File: src/rtl/operand_fetch_sb.sv
// Operand fetch stage with a per-register busy scoreboard, same-cycle writeback
// forwarding and a one-entry valid/ready output register toward execute.
module operand_fetch_sb #(
  parameter int NREGS = 16,
  parameter int AW    = 4,
  parameter int DW    = 32,
  parameter int OPW   = 8
) (
  input  logic           clk,
  input  logic           rst,
  input  logic           in_valid,
  output logic           in_ready,
  input  logic [OPW-1:0] in_op,
  input  logic [AW-1:0]  in_rs0,
  input  logic [AW-1:0]  in_rs1,
  input  logic [AW-1:0]  in_rd,
  input  logic           in_rd_en,
  output logic [AW-1:0]  rf_addr0,
  output logic [AW-1:0]  rf_addr1,
  input  logic [DW-1:0]  rf_data0,
  input  logic [DW-1:0]  rf_data1,
  input  logic           wb_valid,
  input  logic [AW-1:0]  wb_addr,
  input  logic [DW-1:0]  wb_data,
  output logic           out_valid,
  input  logic           out_ready,
  output logic [OPW-1:0] out_op,
  output logic [AW-1:0]  out_rd,
  output logic           out_rd_en,
  output logic [DW-1:0]  out_a,
  output logic [DW-1:0]  out_b,
  output logic           sb_err
);

  typedef enum logic {
    EMPTY = 1'b0,
    FULL  = 1'b1
  } state_t;

  state_t           state, state_nxt;
  logic [NREGS-1:0] busy, busy_nxt;
  logic [NREGS-1:0] wb_hot, set_hot, ebusy;
  logic             hazard, issue, sb_err_nxt;
  logic [DW-1:0]    op_a, op_b;

  assign rf_addr0 = in_rs0;
  assign rf_addr1 = in_rs1;

  // NOTE: every signal written in always_comb gets a default first so no latch is inferred.
  always_comb begin
    wb_hot  = '0;
    set_hot = '0;
    if (wb_valid) wb_hot[wb_addr] = 1'b1;
    if (issue && in_rd_en) set_hot[in_rd] = 1'b1;
  end

  // A register being written back this cycle is no longer a hazard.
  assign ebusy  = busy & ~wb_hot;
  assign hazard = in_valid && (ebusy[in_rs0] || ebusy[in_rs1] || (in_rd_en && ebusy[in_rd]));

  assign out_valid = (state == FULL);
  assign in_ready  = !hazard && (!out_valid || out_ready);
  assign issue     = in_valid && in_ready;

  assign op_a = (wb_valid && wb_addr == in_rs0) ? wb_data : rf_data0;
  assign op_b = (wb_valid && wb_addr == in_rs1) ? wb_data : rf_data1;

  // Set is applied after clear so an issuing writer keeps its destination busy.
  assign busy_nxt   = (busy & ~wb_hot) | set_hot;
  assign sb_err_nxt = sb_err | (wb_valid && !busy[wb_addr]);

  always_comb begin
    state_nxt = state;
    case (state)
      EMPTY:   if (issue) state_nxt = FULL;
      FULL:    if (!issue && out_ready) state_nxt = EMPTY;
      default: state_nxt = EMPTY;
    endcase
  end

  // NOTE: sequential state uses non-blocking assignments so all registers update together.
  always_ff @(posedge clk or posedge rst) begin
    if (rst) begin
      state  <= EMPTY;
      busy   <= '0;
      sb_err <= 1'b0;
    end else begin
      state  <= state_nxt;
      busy   <= busy_nxt;
      sb_err <= sb_err_nxt;
    end
  end

  // NOTE: the output data registers are reset too, so execute never sees stale X after reset.
  always_ff @(posedge clk or posedge rst) begin
    if (rst) begin
      out_op    <= '0;
      out_rd    <= '0;
      out_rd_en <= 1'b0;
      out_a     <= '0;
      out_b     <= '0;
    end else if (issue) begin
      out_op    <= in_op;
      out_rd    <= in_rd;
      out_rd_en <= in_rd_en;
      out_a     <= op_a;
      out_b     <= op_b;
    end
  end

endmodule

File: config.mk
export PLATFORM = sky130hd
export DESIGN_NAME = operand_fetch_sb
export DESIGN_NICKNAME = d
export VERILOG_FILES = /design/src/rtl/operand_fetch_sb.sv
export SDC_FILE = /design/constraint.sdc
export NUM_CORES = 1
export LEC_CHECK = 0
export ABC_AREA = 1
export BUFFER_PORTS_ARGS = -buffer_cell sky130_fd_sc_hd__buf_4
export CAP_MARGIN = 20
export CORE_UTILIZATION = 40
export DETAILED_ROUTE_END_ITERATION = 10
export GPL_ROUTABILITY_DRIVEN = 1
export PLACE_DENSITY = 0.74
export SLEW_MARGIN = 5
export SYNTH_ARGS = -nofsm -noshare
export SYNTH_HDL_FRONTEND = slang
export SYNTH_SLANG_ARGS = --single-unit
export TNS_END_PERCENT = 10
File: constraint.sdc
create_clock -name clk -period 8.26 [get_ports clk]
set_input_delay 0.413 -clock clk [delete_from_list [all_inputs] [get_ports clk]]
set_output_delay 0.413 -clock clk [all_outputs]
set_load 0.05 [all_outputs]
* After elaboration in Yosys (flattened, before gate mapping)
Index checks and enable logic that the tools add are counted.
** Cells by class
- Order comparisons :: 6
- Equal/unequal tests :: 2
- Multiplexer cells :: 19
- Bitwise logic cells :: 5
- Reductions and logical operators :: 18
** Operators by type and width (number)
- 32-bit two-way mux :: 2
- 16-bit two-way mux :: 2
- 4-bit by 5-bit < comparator with 1-bit output (second input constant) :: 4
- 16-bit bitwise AND :: 1
- 1-bit binary-select mux with 4-bit select :: 4
- 16-bit NOT :: 1
- 16-bit bitwise OR :: 1
- 1-bit logical AND :: 11
- 1-bit demux with 4-bit select :: 2
- 4-bit == test :: 2
- 4-bit by 1-bit >= comparator with 1-bit output (second input constant) :: 2
- 1-bit two-way mux :: 8
- 1-bit zero test :: 4
- 1-bit logical OR :: 3
- 1-bit one-hot mux with 2 select lines :: 1
- 1-bit NOT :: 1
- 1-bit bitwise OR :: 1
** Word-level totals
- Register bits after elaboration :: 95
- Output and inout bits :: 88
- Logic and storage cells :: 58

* Longest topological paths before layout
- Depth in word-level cells :: 19
- Mapped depth :: 17
- Gate-level depth less buffers :: 14

* Worst setup path after synthesis
No wires, ideal clock.
- Path type :: in2out
- Start :: input port wb_addr[1]
- End :: output port in_ready
- Arrival :: 2.168 ns
- Required time :: 7.847 ns
- Slack :: 5.679 ns
- Cell stages on the path :: 13
- Buffers on the path :: 1
- Path through :: buf_4 inv_2 nor2_4 nand3_1 nand2_1 nand2_1 nand2_1 nor2_1 nor2_1 nor2_1 nand3_1 nand3_1 a21oi_1
** On the way
- Word-level cells in the longest chain between the ends :: 14
** RTL lines
- start, declared :: line 23 : input logic [AW-1:0] wb_addr,
- 4-bit by 5-bit < comparator with 1-bit output (implied by the code) or 4-bit by 1-bit >= comparator with 1-bit output (tied branches) :: line 53 : if (wb_valid) wb_hot[wb_addr] = 1'b1;
- 1-bit logical AND (implied by the code) :: line 53
- 1-bit two-way mux (implied by the code) :: line 53
- 1-bit demux with 4-bit select (*) :: line 53
- 16-bit two-way mux (*) :: line 53
- 16-bit NOT (*) :: line 58 : assign ebusy = busy & ~wb_hot;
- 16-bit bitwise AND (*) :: line 58
- 1-bit binary-select mux with 4-bit select :: line 59 : assign hazard = in_valid && (ebusy[in_rs0] || ebusy[in_rs1] || (in_rd_en && ebusy[in_rd]));
- 1-bit two-way mux (implied by the code) :: line 59
- 1-bit logical OR or 1-bit logical AND (tied branches) :: line 59
- 1-bit logical OR (*) :: line 59
- 1-bit logical AND (*) :: line 59
- 1-bit zero test (*) :: line 62 : assign in_ready = !hazard && (!out_valid || out_ready);
- 1-bit logical AND (*) :: line 62
- end, declared :: line 12 : output logic in_ready,
Mark *: on every way between the ends. The rest lies on a longest branch, timed or not. The select of a mux whose other input is x is not followed.

* Final worst setup path
- Start :: input port wb_valid
- End :: register out_op[2]
** On the way
- Word-level cells in the longest chain between the ends :: 11
** RTL lines
- start, declared :: line 22 : input logic wb_valid,
- 16-bit two-way mux (*) :: line 53
- 16-bit NOT (*) :: line 58
- 16-bit bitwise AND (*) :: line 58
- 1-bit binary-select mux with 4-bit select :: line 59
- 1-bit two-way mux (implied by the code) :: line 59
- 1-bit logical OR or 1-bit logical AND (tied branches) :: line 59
- 1-bit logical OR (*) :: line 59
- 1-bit logical AND (*) :: line 59
- 1-bit zero test (*) :: line 62
- 1-bit logical AND (*) :: line 62
- 1-bit logical AND (*) :: line 63 : assign issue = in_valid && in_ready;
- end signal, assigned :: line 103 : out_op <= in_op;
- end, declared :: line 27 : output logic [OPW-1:0] out_op,
Marked as above.
A chain may end at the register's enable or synchronous reset.

==> flow_summary.ini <==
[pwr]
total_leakage_power_nw = 4.17
ir_drop_mv = 0.167
p_per_area_mw_per_mm2 = 282

[setup_path]
r2r_slack_ps = 5790
startpoint_type = input port
crit_buf_inv = 2
crit_path_top_delay_cell = buf_4
slowest_delay_ps = 700
critPathMaxFanout = 88
cp.required_ps = 8540
critical_path.top_delay_family = simple AND/OR/NAND/NOR gates
path_class = input port to flip-flop
worstPathCellList = buf_4 -> nand3_1 -> o21bai_1 -> nand2_1 -> nand3_1 -> nand3_1 -> nand2_1 -> nand2_1 -> nand2_1 -> nand3_1 -> nor3_4 -> buf_4 -> nand2_1 -> nand2_1
arrival_ps = 2870
cp_common_cell = nand2_1
crit_path_end_kind = flip-flop

[synthesis]
synth-async-reset-ratio = 1.00
yosys_warnings = 0
syn_nets = 918
ys_seq_elements = 95
synth_area_mm2 = 0.00536
synth_cells = 792
synth.distinct_cells = 25
yosysSeqAreaShare = 0.444
avgSynthCellArea_um2 = 6.77
synth_edf_count = 0
synth_top_flop_cell = dfrtp_1

[sta]
fmax_mhz = 386
setup_viol = 0
finalCriticalPeriod_ps = 2590
tns_ps = 0
rsz0062_at_grt = no
layout_setup_ws_ps = 5670
worst_slew_pin_slew_ps = 915
slew_headroom = 0.390
finalMaxSlewViolations = 0
period_share = 0.314
finalClockSkew_ps = 6.90
finalHoldViolations = 0

[placed_design]
dpl_worst_slack_ps = 5350
gp_congestion = 0.953
dpl.hpwl_mm = 12.0
port_buffers = 213
placed_cells = 1136

[final_layout]
finalNonFillerCells = 1152
fin_nets = 1101
diodes = 0
area_growth_pct = 36.1
drive_above_1_share = 0.250

[run]
drv_cap = 0

[clock_tree]
cts_resized = 0
clk_pin_slew_ps = 70
cts.sinks = 95
postCtsSetupBuffers = 0
cts_root_buffer = clkbuf_16
numCtsBuffers = 9
cts_tree = built
insertion_delay_ps = 340
ctsHoldBuffers = 0
htree_levels = 3
ctsLongestPathBuffers = 2

[route]
wire_per_inst_um = 14.4
routed_wirelength_mm = 16.6
drc_errors = 0
num_vias = 5741
dr.first_iter.drc_count = 418
ant_nets = 0
firstDrtPassIters = 5
viasPerCell = 4.98

[grt]
gr-total-overflow = 0
grt_usage = 0.240
grt_max_degree = 89
grt_pass1_wl_mm = 26.4
antenna_found_initial = 0
grt_pass1_vias = 5340

[floorplanning]
die_h_um = 118
die-width_um = 118
die-area_mm2 = 0.0139
core_mm2 = 0.0128
io_pins = 214
num_rows = 41
initial_core_util = 0.418

[worst_hold_path]
hold_path_class = input port to async pin

[status]
status = completed
registers in the layout (all words and copies together) (netlist names):
name       flops
out_rd         4
out_rd_en      1
out_b         32
out_valid      1
busy          16
out_a         32
out_op         8
sb_err         1
layout by cell type (no fill, tap or decap), drive strengths merged:
cell type	Yosys	routed
inv	61	64
clkinv	2	2
o21ai	74	74
dfrtp	95	95
o2111ai	2	2
clkbuf	18	10
a22oi	8	8
o22ai	1	1
buf	28	218
a31o	1	1
nand4	2	2
a221oi	3	3
o21bai	3	3
nor3	1	1
clkinvlp	0	3
and2	1	1
nor2	36	36
nand3	68	68
nand3b	1	1
nand2	383	383
a21oi	4	4
cells by family after synthesis:
group           count (synthesis)  synth area share
buf+inv                       109            0.0889
flops                          95             0.444
simple gates                  492             0.368
compound gates                 96            0.0992
power by group:
group	total, mW	leakage, nW	internal [mW]	switching, mW
clock	0.396	0.128	0.209	0.187
combinational	0.983	2.84	0.288	0.696
sequential	0.680	1.20	0.599	0.0810
stage by stage:
stage                     hold slack [ps]  total power, mW   util  area [um^2]
after floorplan                       505             1.33      -         5360
after global placement                463             1.66  0.547         7020
after detailed placement              466             1.67  0.547         7020
after CTS                             164             2.08  0.569         7300
after global routing                  194             2.16  0.569         7300
final                                 140             2.06  0.569         7300
metal layers:
metal | share of wire | up-vias | track usage
li1 | - | 2846 | -
met1 | 0.42 | 2589 | 0.308
met2 | 0.46 | 264 | 0.382
met3 | 0.079 | 42 | 0.0538
met4 | 0.035 | 0 | 0.115
met5 | 0 | - | 0
layout make-up:
type	count	area, um^2
flip-flops and latches	95	2380
clock buffers	10	229
well taps	172	215
multi-input cells	588	2550
clock inverters	6	51.3
inverters	63	239
repair buffers	218	1640
fillers	1244	5530
Yosys cell counts (all sizes together), types with 2 or more instances:
| cell | instances | share of area |
|---|---|---|
| o2111ai | 2 | 0.0033 |
| a221oi | 3 | 0.0049 |
| o21bai | 3 | 0.0042 |
| o21ai | 74 | 0.069 |
| a22oi | 8 | 0.011 |
| nand2 | 383 | 0.27 |
| inv | 61 | 0.043 |
| nand3 | 68 | 0.063 |
| clkinv | 2 | 0.0014 |
| buf | 28 | 0.032 |
| a21oi | 4 | 0.0037 |
| nand4 | 2 | 0.0023 |
| nor2 | 36 | 0.030 |
| dfrtp | 95 | 0.44 |
| clkbuf | 18 | 0.013 |
worst paths after layout:
kind	start	endpoint	depth (start not counted)
worst max-delay path	wb_valid	out_op[2]	14
worst min-delay path	rst	out_b[5]	2
worst max register to register	busy[7]	out_op[2]	13
worst min register to register	sb_err	sb_err	1
max in group asynchronous	rst	out_op[7]	3
min in group clk	in_op[1]	out_op[1]	3
Note: power is estimated with default switching activity, not from simulation.
